### src/rtl/pcie_trn_tx_arbiter.sv
`default_nettype none
`timescale 1ns / 1ps
// ============================================================================
// Module      : pcie_trn_tx_arbiter
// Description : Packet-atomic round-robin arbiter that shares the 64-bit TRN
//               transmit port of a Virtex-5 PCIe endpoint among N_REQ TLP
//               sources. Packet starts are gated on per-type transmit buffer
//               availability. Destination discontinue and link loss abort the
//               current packet, and the remainder of that packet is drained
//               from its requester. Completed TLPs are counted.
//
// Ports       : trn_clk, trn_rst       clock, synchronous active-high reset
//               trn_lnk_up_n           link up (active low)
//               req_valid/sof/eof      per-requester beat valid and framing
//               req_td/req_trem_n      per-requester data (64b) / remainder (8b)
//               req_type               per-requester TLP class (2b)
//                                      0 posted, 1 non-posted, 2 cpl, 3 posted
//               req_ready              beat consumed when valid & ready
//               req_grant              one-hot, requester owns the port
//               req_abort              one-cycle pulse, packet was discarded
//               trn_td/trn_trem_n      transmit data / remainder to endpoint
//               trn_tsof_n/teof_n      transmit framing (active low)
//               trn_tsrc_rdy_n         source ready (active low)
//               trn_tsrc_dsc_n         source discontinue (active low)
//               trn_terrfwd_n          error forward, tied inactive
//               trn_tdst_rdy_n/dsc_n   destination ready / discontinue
//               trn_tbuf_av            buffer available: [0] NP, [1] P, [2] CPL
//               pkt_count              completed TLPs, wraps at 16 bits
//
// Revision    : 1.0 - initial release
// ============================================================================
module pcie_trn_tx_arbiter #(
    parameter int N_REQ = 2
) (
    input  logic                 trn_clk,
    input  logic                 trn_rst,
    input  logic                 trn_lnk_up_n,
    input  logic [N_REQ-1:0]     req_valid,
    input  logic [N_REQ-1:0]     req_sof,
    input  logic [N_REQ-1:0]     req_eof,
    input  logic [64*N_REQ-1:0]  req_td,
    input  logic [8*N_REQ-1:0]   req_trem_n,
    input  logic [2*N_REQ-1:0]   req_type,
    output logic [N_REQ-1:0]     req_ready,
    output logic [N_REQ-1:0]     req_grant,
    output logic [N_REQ-1:0]     req_abort,
    output logic [63:0]          trn_td,
    output logic [7:0]           trn_trem_n,
    output logic                 trn_tsof_n,
    output logic                 trn_teof_n,
    output logic                 trn_tsrc_rdy_n,
    output logic                 trn_tsrc_dsc_n,
    output logic                 trn_terrfwd_n,
    input  logic                 trn_tdst_rdy_n,
    input  logic                 trn_tdst_dsc_n,
    input  logic [3:0]           trn_tbuf_av,
    output logic [15:0]          pkt_count
);

    // N_REQ is limited to 2..4, so a 2-bit index covers every case above 2.
    localparam int c_IDX_W = (N_REQ > 2) ? 2 : 1;
    localparam int c_SUM_W = c_IDX_W + 1;
    localparam logic [c_IDX_W-1:0] c_LAST_IDX = c_IDX_W'(N_REQ - 1);

    localparam logic [1:0] c_ST_IDLE  = 2'd0;
    localparam logic [1:0] c_ST_XFER  = 2'd1;
    localparam logic [1:0] c_ST_DRAIN = 2'd2;

    // ------------------------------------------------------------------------
    // Registered state
    // ------------------------------------------------------------------------
    logic [1:0]          r_state;
    logic [c_IDX_W-1:0]  r_gidx;
    logic [N_REQ-1:0]    r_grant;
    logic [c_IDX_W-1:0]  r_rr_ptr;
    logic [15:0]         r_pkt_count;
    logic [N_REQ-1:0]    r_abort;
    logic                r_src_dsc;

    // ------------------------------------------------------------------------
    // Next-state signals
    // ------------------------------------------------------------------------
    logic [1:0]          w_state_nxt;
    logic [c_IDX_W-1:0]  w_gidx_nxt;
    logic [N_REQ-1:0]    w_grant_nxt;
    logic [c_IDX_W-1:0]  w_rr_nxt;
    logic                w_pkt_inc;
    logic [N_REQ-1:0]    w_abort_nxt;
    logic                w_src_dsc_nxt;

    // ------------------------------------------------------------------------
    // Per-requester unpacking and eligibility
    // ------------------------------------------------------------------------
    logic [63:0]         w_td_arr   [N_REQ];
    logic [7:0]          w_trem_arr [N_REQ];
    logic [N_REQ-1:0]    w_elig;

    // The fourth buffer-available bit carries no TLP class.
    logic                w_unused_tbuf;
    assign w_unused_tbuf = trn_tbuf_av[3];

    generate
        for (genvar gi = 0; gi < N_REQ; gi++) begin : g_req
            logic [1:0] w_type;
            logic       w_buf_ok;

            assign w_td_arr[gi]   = req_td[64*gi +: 64];
            assign w_trem_arr[gi] = req_trem_n[8*gi +: 8];
            assign w_type         = req_type[2*gi +: 2];

            // Buffer bit ordering differs from the type encoding:
            // type 1 (NP) -> bit 0, type 2 (CPL) -> bit 2, types 0/3 -> bit 1.
            always_comb begin
                case (w_type)
                    2'd1:    w_buf_ok = trn_tbuf_av[0];
                    2'd2:    w_buf_ok = trn_tbuf_av[2];
                    default: w_buf_ok = trn_tbuf_av[1];
                endcase
            end

            assign w_elig[gi] = req_valid[gi] & req_sof[gi] & ~trn_lnk_up_n & w_buf_ok;
        end
    endgenerate

    // ------------------------------------------------------------------------
    // Round-robin search: first eligible requester at or after r_rr_ptr,
    // wrapping modulo N_REQ (N_REQ need not be a power of two).
    // ------------------------------------------------------------------------
    logic                w_win_found;
    logic [c_IDX_W-1:0]  w_win_idx;
    logic [c_SUM_W-1:0]  w_cand;

    always_comb begin
        w_win_found = 1'b0;
        w_win_idx   = '0;
        w_cand      = '0;
        for (int k = 0; k < N_REQ; k++) begin
            w_cand = {1'b0, r_rr_ptr} + c_SUM_W'(k);
            if (w_cand >= c_SUM_W'(N_REQ)) begin
                w_cand = w_cand - c_SUM_W'(N_REQ);
            end
            for (int i = 0; i < N_REQ; i++) begin
                if (!w_win_found && w_elig[i] && (w_cand == c_SUM_W'(i))) begin
                    w_win_found = 1'b1;
                    w_win_idx   = c_IDX_W'(i);
                end
            end
        end
    end

    // ------------------------------------------------------------------------
    // Granted requester view
    // ------------------------------------------------------------------------
    logic                w_g_valid;
    logic                w_g_sof;
    logic                w_g_eof;
    logic [c_IDX_W-1:0]  w_next_ptr;
    logic                w_dst_accept;

    assign w_g_valid  = req_valid[r_gidx];
    assign w_g_sof    = req_sof[r_gidx];
    assign w_g_eof    = req_eof[r_gidx];
    assign w_next_ptr = (r_gidx == c_LAST_IDX) ? '0 : r_gidx + 1'b1;

    // A beat may only be consumed when the endpoint can actually accept it:
    // destination ready, no discontinue, and the link still up.
    assign w_dst_accept = ~trn_tdst_rdy_n & trn_tdst_dsc_n & ~trn_lnk_up_n;

    // ------------------------------------------------------------------------
    // FSM next-state and output logic
    // ------------------------------------------------------------------------
    always_comb begin
        w_state_nxt    = r_state;
        w_gidx_nxt     = r_gidx;
        w_grant_nxt    = r_grant;
        w_rr_nxt       = r_rr_ptr;
        w_pkt_inc      = 1'b0;
        w_abort_nxt    = '0;
        w_src_dsc_nxt  = 1'b0;

        req_ready      = '0;
        trn_td         = '0;
        trn_trem_n     = '0;
        trn_tsof_n     = 1'b1;
        trn_teof_n     = 1'b1;
        trn_tsrc_rdy_n = 1'b1;

        case (r_state)
            c_ST_IDLE: begin
                if (w_win_found) begin
                    w_state_nxt = c_ST_XFER;
                    w_gidx_nxt  = w_win_idx;
                    w_grant_nxt = {{(N_REQ-1){1'b0}}, 1'b1} << w_win_idx;
                end
            end

            c_ST_XFER: begin
                trn_td         = w_td_arr[r_gidx];
                trn_trem_n     = w_trem_arr[r_gidx];
                trn_tsof_n     = ~w_g_sof;
                trn_teof_n     = ~w_g_eof;
                trn_tsrc_rdy_n = ~w_g_valid;
                req_ready      = r_grant & {N_REQ{w_dst_accept}};

                // Link loss takes priority over discontinue; both override
                // an eof beat presented in the same cycle.
                if (trn_lnk_up_n) begin
                    w_state_nxt   = c_ST_DRAIN;
                    w_abort_nxt   = r_grant;
                    w_src_dsc_nxt = 1'b1;
                end else if (!trn_tdst_dsc_n) begin
                    w_state_nxt   = c_ST_DRAIN;
                    w_abort_nxt   = r_grant;
                end else if (w_g_valid && !trn_tdst_rdy_n && w_g_eof) begin
                    w_state_nxt   = c_ST_IDLE;
                    w_grant_nxt   = '0;
                    w_rr_nxt      = w_next_ptr;
                    w_pkt_inc     = 1'b1;
                end
            end

            c_ST_DRAIN: begin
                // Swallow the rest of the aborted packet; nothing reaches TRN.
                req_ready = r_grant;
                if (w_g_valid && w_g_eof) begin
                    w_state_nxt = c_ST_IDLE;
                    w_grant_nxt = '0;
                    w_rr_nxt    = w_next_ptr;
                end
            end

            default: begin
                w_state_nxt = c_ST_IDLE;
                w_grant_nxt = '0;
            end
        endcase
    end

    // ------------------------------------------------------------------------
    // State register
    // ------------------------------------------------------------------------
    always_ff @(posedge trn_clk) begin
        if (trn_rst) begin
            r_state     <= c_ST_IDLE;
            r_gidx      <= '0;
            r_grant     <= '0;
            r_rr_ptr    <= '0;
            r_pkt_count <= '0;
            r_abort     <= '0;
            r_src_dsc   <= 1'b0;
        end else begin
            r_state     <= w_state_nxt;
            r_gidx      <= w_gidx_nxt;
            r_grant     <= w_grant_nxt;
            r_rr_ptr    <= w_rr_nxt;
            r_pkt_count <= r_pkt_count + 16'(w_pkt_inc);
            r_abort     <= w_abort_nxt;
            r_src_dsc   <= w_src_dsc_nxt;
        end
    end

    assign req_grant      = r_grant;
    assign req_abort      = r_abort;
    assign trn_tsrc_dsc_n = ~r_src_dsc;
    assign trn_terrfwd_n  = 1'b1;
    assign pkt_count      = r_pkt_count;

endmodule
`default_nettype wire
### config.mk
export PLATFORM = sky130hd
export DESIGN_NAME = pcie_trn_tx_arbiter
export DESIGN_NICKNAME = d
export VERILOG_FILES = /design/src/rtl/pcie_trn_tx_arbiter.sv
export SDC_FILE = /design/constraint.sdc
export NUM_CORES = 1
export LEC_CHECK = 0
export BUFFER_PORTS_ARGS = -buffer_cell sky130_fd_sc_hd__buf_2
export CORE_AREA = 2 2 102 104
export CTS_BUF_LIST = sky130_fd_sc_hd__clkbuf_2 sky130_fd_sc_hd__clkbuf_4 sky130_fd_sc_hd__clkbuf_8
export DETAILED_ROUTE_END_ITERATION = 6
export DIE_AREA = 0 0 104 106
export REMOVE_ABC_BUFFERS = 1
export SLEW_MARGIN = 20
export SYNTH_ARGS = -nofsm -noshare
export SYNTH_HDL_FRONTEND = slang
export SYNTH_SLANG_ARGS = --single-unit
### constraint.sdc
create_clock -name trn_clk -period 2.4 [get_ports trn_clk]
set_input_delay 0.24 -clock trn_clk [delete_from_list [all_inputs] [get_ports trn_clk]]
set_output_delay 0.24 -clock trn_clk [all_outputs]
set_load 0.005 [all_outputs]
Word-level counts from Yosys, hierarchy flattened
Cells that the tools add are included.
{"block": "classes", "n_shift": 1, "n_lt_le_gt_ge": 4, "reduce_logical": 23, "n_eq_ne": 14, "n_mux": 52, "n_addsub": 5, "bitwise": 17}
{"op": "64-bit 2-to-1 mux", "count": 4}
{"op": "8-bit 2-to-1 mux", "count": 4}
{"op": "1-bit 2-to-1 mux", "count": 26}
{"op": "2-bit 2-to-1 mux", "count": 12}
{"op": "16-bit by 1-bit adder with 16-bit output", "count": 1}
{"op": "2-bit case mux with 3 select lines", "count": 2}
{"op": "2-bit by 1-bit equality test with 1-bit output, second input constant", "count": 5}
{"op": "1-bit logical AND", "count": 10}
{"op": "2-bit != test, second input constant", "count": 5}
{"op": "5-bit AND reduction", "count": 2}
{"op": "1-bit AND", "count": 8}
{"op": "1-bit inverter", "count": 7}
{"op": "2-bit equality test, second input constant", "count": 3}
{"op": "2-bit zero test", "count": 3}
{"op": "1-bit case mux with 2 select lines", "count": 3}
{"op": "2-bit greater-or-equal comparator, second input constant", "count": 2}
{"op": "1-bit zero test", "count": 4}
{"op": "4-bit != test, second input constant", "count": 1}
{"op": "2-bit case mux with 2 select lines", "count": 1}
{"op": "3-bit AND reduction", "count": 1}
{"op": "1-bit by 1-bit adder with 2-bit output, second input constant", "count": 1}
{"op": "2-bit AND", "count": 1}
{"op": "1-bit by 2-bit greater-or-equal comparator with 1-bit output, second input constant", "count": 1}
{"op": "1-bit by 2-bit less-than comparator with 1-bit output, second input constant", "count": 1}
{"op": "other kinds (8)", "count": 8}
{"block": "totals", "reg_bits": 25, "in_bits": 163, "elab_cells": 123}

Longest topological paths before layout
{"block": "logic_depth", "depth_word": 20, "depth_mapped": 11, "ltp_nobuf": 10}

Worst setup path after synthesis
Ideal clock, no wire load.
{"block": "synth_timing", "path_kind": "reg2reg", "from": "reg r_gidx", "to": "reg r_pkt_count[12], in the netlist pkt_count[12]", "synth_period_minus_slack_ps": 2153, "n_path_buf": 1, "path_stages_with_launch": 11, "t_required_ps": 2329, "path_slack_ps": 247, "arrival_ps": 2082, "cell_sequence": "dfxtp_1 buf_6 nand3b_4 a21oi_1 and3_1 ha_1 ha_1 and3_1 nand4_1 or3_1 a21oi_1"}
{"block": "synth_between", "elab_chain_cells": 9, "word_cells_on_any_way": 11, "cone_classes": "add/sub: 1; mux: 8; reduce/logical: 2"}
{"item": "start: declaration", "line_no": "73", "text": "logic [c_IDX_W-1:0] r_gidx;"}
{"item": "start signal: assignment", "line_no": "253", "text": "r_gidx <= w_gidx_nxt;"}
{"item": "1-bit 2-to-1 mux (not written as such) (2 in series)", "line_no": "160", "text": "assign w_g_valid = req_valid[r_gidx];"}
{"item": "1-bit logical AND", "line_no": "214", "text": "end else if (w_g_valid && !trn_tdst_rdy_n && w_g_eof) begin"}
{"item": "1-bit logical AND *", "line_no": "214"}
{"item": "1-bit 2-to-1 mux *", "line_no": "214"}
{"item": "1-bit 2-to-1 mux *", "line_no": "211", "text": "end else if (!trn_tdst_dsc_n) begin"}
{"item": "1-bit 2-to-1 mux *", "line_no": "207", "text": "if (trn_lnk_up_n) begin"}
{"item": "1-bit 2-to-1 mux *", "line_no": "188", "text": "case (r_state)"}
{"item": "16-bit by 1-bit adder with 16-bit output *", "line_no": "256", "text": "r_pkt_count <= r_pkt_count + 16'(w_pkt_inc);"}
{"item": "end signal: assignment", "line_no": "256"}
{"item": "end: declaration", "line_no": "76", "text": "logic [15:0] r_pkt_count;"}
Every way passes the cells marked *; elsewhere a longest branch is shown, timed or not. The select of a mux whose other input is x is not followed.
A chain may end at the register's enable or synchronous reset.

Worst setup path after layout
Same ends and word-level chain as after synthesis.

==> impl_results.md <==
* Seq/Total Area, Yosys at 0.205
* Vias in the first global route at 2955
* Final Hold Viols at 0
* Crit start category: register
* Relative slew slack at 0.347
* Critical path fanouts, max at 7
* Via count at 3142
* CP cell instances: nand3b_4 -> a21oi_4 -> and3_4 -> ha_4 -> ha_2 -> and3_4 -> nand4_1 -> or3_1 -> a21oi_1
* CP dominant cell by count: and3_4
* Post-Syn Instances at 319
* Main synth FF type: dfxtp_1
* Status: completed
* Synth area leaders: mux2i_1 (30%), dfxtp_1 (21%), nor2_1 (13%)
* R2R Path End: pkt_count[12]
* Routed length per instance at 13.1 µm
* Largest net degree at the start of global routing at 64
* First-pass GRT wire length at 14.2 mm
* Clock-pin slew on the worst setup and hold paths at 90 ps
* Std cell rows at 37
* Max Fclk at 440 MHz
* Final wirelength at 9.31 mm
* Share of the synthesized area in the top cell type at 0.296
* Ys async rst share at 0
* Clock Tree Root: clkbuf_8
* Worst vdd ir at 0.174 mV
* Die height at 106 µm
* Hold Crit Class: in2reg
* Die Area at 11000 µm²
* Initial cell density of the core at 0.244
* Syn_area_per_cell at 7.64 µm²
* CP max stage cell: or3_1
* Drt initial violations at 97
* Final HPWL DP at 8.07 mm
* Yosys top cell by area: mux2i_1
* WP buf/inv at 0
* GPL Wtd Cong at 0.810
* Max cap viols at 0
* Die width at 104 µm
* EDFF count, synth at 0
* CTS H-tree depth at 1
* Crit path depth at 9
* Slowest stage delay, CP at 420 ps
* # hold bufs at CTS at 0
* # nets final at 745
* P_leak at 1.97 nW
* # DRC at 0
* Data required, critical path at 2590 ps
* Vias per cell at 4.44
* Sequential Area at 504 µm²
* Syn Std Cell Area at 2440 µm²
* Critical path arrival at 2470 ps
* TritonCTS clock tree: built
* Setup tns final at 0 ps
* Final Max Tran Viols at 0
* Crit Path Class: reg2reg
* Worst Tran Pin Value at 980 ps
* IO Count at 262
* Number of CTS-inserted buffers at 3
* Tmin final at 2270 ps
* Top post-synthesis cells by count: nor2_1 (87), mux2i_1 (72), dfxtp_1 (25)
* #FFs+latches synth at 25
* Gr usage total at 0.155
* Clock Sinks at 25
* DRT antenna net count at 0
* PnR worst setup slack at 128 ps
* Total gr overflow at 0
* End point of the critical path: pkt_count[12]
* GRT busiest layer: met2
* Most common cell in the netlist: nor2_1
* Skew final at 5.17 ps
* Synth-to-Final Area Change at 63.6%
* Area of the multi-input gates at 1830 µm²
* Worst setup startpoint: r_gidx
* PortBufs at 259
* R2R Setup Slk at 130 ps
* Final setup vio count at 0
* Family with the most delay on the worst path: simple AND/OR/NAND/NOR gates
* Clock Tree Buf Depth at 2
* R2R Path Start: r_gidx
* CP Capture Type: register
* Grt met2 use at 0.291
* Core footprint at 10000 µm²
* Grt met3 use at 0.0221
* Worst r2r path cells at 9
* Fill cell count at 1074
* Pre-antenna DRT Iters at 5
* Synthesis Warnings at 0
* Grt met1 use at 0.190
* Antenna diodes at 0
* Latest clock arrival within the worst-skew pair at 260 ps
* Netlist cell types at 46
* Pre-CTS setup slack at 42.0 ps
* Share of layout cells above drive strength 1 at 0.507
* Pwr/cell area at 283 nW/µm²
* Period utilization at 0.946
* Antenna violations before repair at 0
==> metrics by stage <==
step                      hold slack [ps]  power, mW  instances  instance area, µm²  utilization
after floorplan                       308      0.647        298                2340            -
after global routing                  301       1.21        708                3990        0.399
after global placement                488      0.873        700                3860        0.386
after detailed placement              493      0.883        700                3860        0.386
after CTS                             293       1.14        704                3910        0.391
final                                 299       1.13        708                3990        0.399
==> registers in the layout, summed over array words and instances, names as in the netlist <==
register,cells
pkt_count,16
r_state,2
req_abort,2
r_rr_ptr,1
req_grant,2
r_src_dsc,1
r_gidx,1
==> metal layers <==
| metal | vias up | share of wire |
|---|---|---|
| met5 | - | 0 |
| met4 | 0 | 0.014 |
| met3 | 8 | 0.059 |
| met2 | 125 | 0.52 |
| met1 | 1412 | 0.40 |
| li1 | 1597 | - |
==> cell families (layout without fill, tap and decap cells) <==
logic type	after synthesis	count (layout)	synth area share
simple gates	133	133	0.246
mux	75	75	0.309
buf+inv	36	289	0.0631
compound gates	31	31	0.0965
flops	25	25	0.205
fa+ha+maj	9	9	0.0462
xor+xnor	9	9	0.0323
other cells	1	1	0.00154
==> cells in the final DEF, fill, tap and decap left out, types with 2 or more instances in the layout <==
| cell | netlist | routed |
|---|---|---|
| dfxtp_1 | 25 | 24 |
| ha_1 | 9 | 7 |
| nand3_1 | 8 | 7 |
| nor2b_1 | 5 | 5 |
| clkbuf_8 | 0 | 3 |
| or3_1 | 5 | 5 |
| and4_1 | 2 | 2 |
| buf_2 | 6 | 259 |
| a21oi_1 | 7 | 6 |
| inv_1 | 15 | 14 |
| nand2_1 | 9 | 9 |
| xor2_1 | 2 | 2 |
| mux2i_1 | 72 | 72 |
| nor2_1 | 87 | 87 |
| nand2b_1 | 2 | 2 |
| xnor2_1 | 7 | 7 |
| buf_4 | 1 | 11 |
| and3_4 | 0 | 2 |
| a221oi_1 | 2 | 2 |
| mux2_1 | 3 | 3 |
| o21ai_1 | 7 | 7 |
| nor4_1 | 2 | 2 |
| a21boi_1 | 2 | 2 |
| nand4_1 | 3 | 3 |
| nor3_1 | 3 | 2 |
==> timing repair <==
action / in CTS / in global routing
setup buffers: 0 / 4
setup endpoints to repair: 0 / 8
resized for setup: 0 / 9
==> final cells by class <==
class | count | area share
Timing Repair Buffer | 270 | 0.346
Tap cell | 136 | 0.0427
Inverter | 15 | 0.0141
Multi-Input combinational cell | 258 | 0.459
Sequential cell | 25 | 0.126
Clock buffer | 4 | 0.0122
==> report_power, final <==
group          total, mW  leakage (nW)  internal, mW  switching [mW]
clock              0.257        0.0262         0.130           0.128
sequential         0.425         0.203         0.421         0.00440
combinational      0.448          1.74         0.232           0.215
total               1.13          1.97         0.783           0.347
==> worst min-delay path by stage <==
stage             startpoint            end  slack [ps]  depth (start not counted)
2_1_floorplan        trn_rst       r_rr_ptr         310                          1
3_3_place_gp   pkt_count[14]  pkt_count[14]         490                          2
3_5_place_dp    req_grant[0]   req_abort[0]         490                          2
4_1_cts         trn_lnk_up_n      r_src_dsc         290                          2
5_1_grt         trn_lnk_up_n      r_src_dsc         300                          2
6_report        trn_lnk_up_n      r_src_dsc         300                          2
Power figures use the tool's default switching activity.
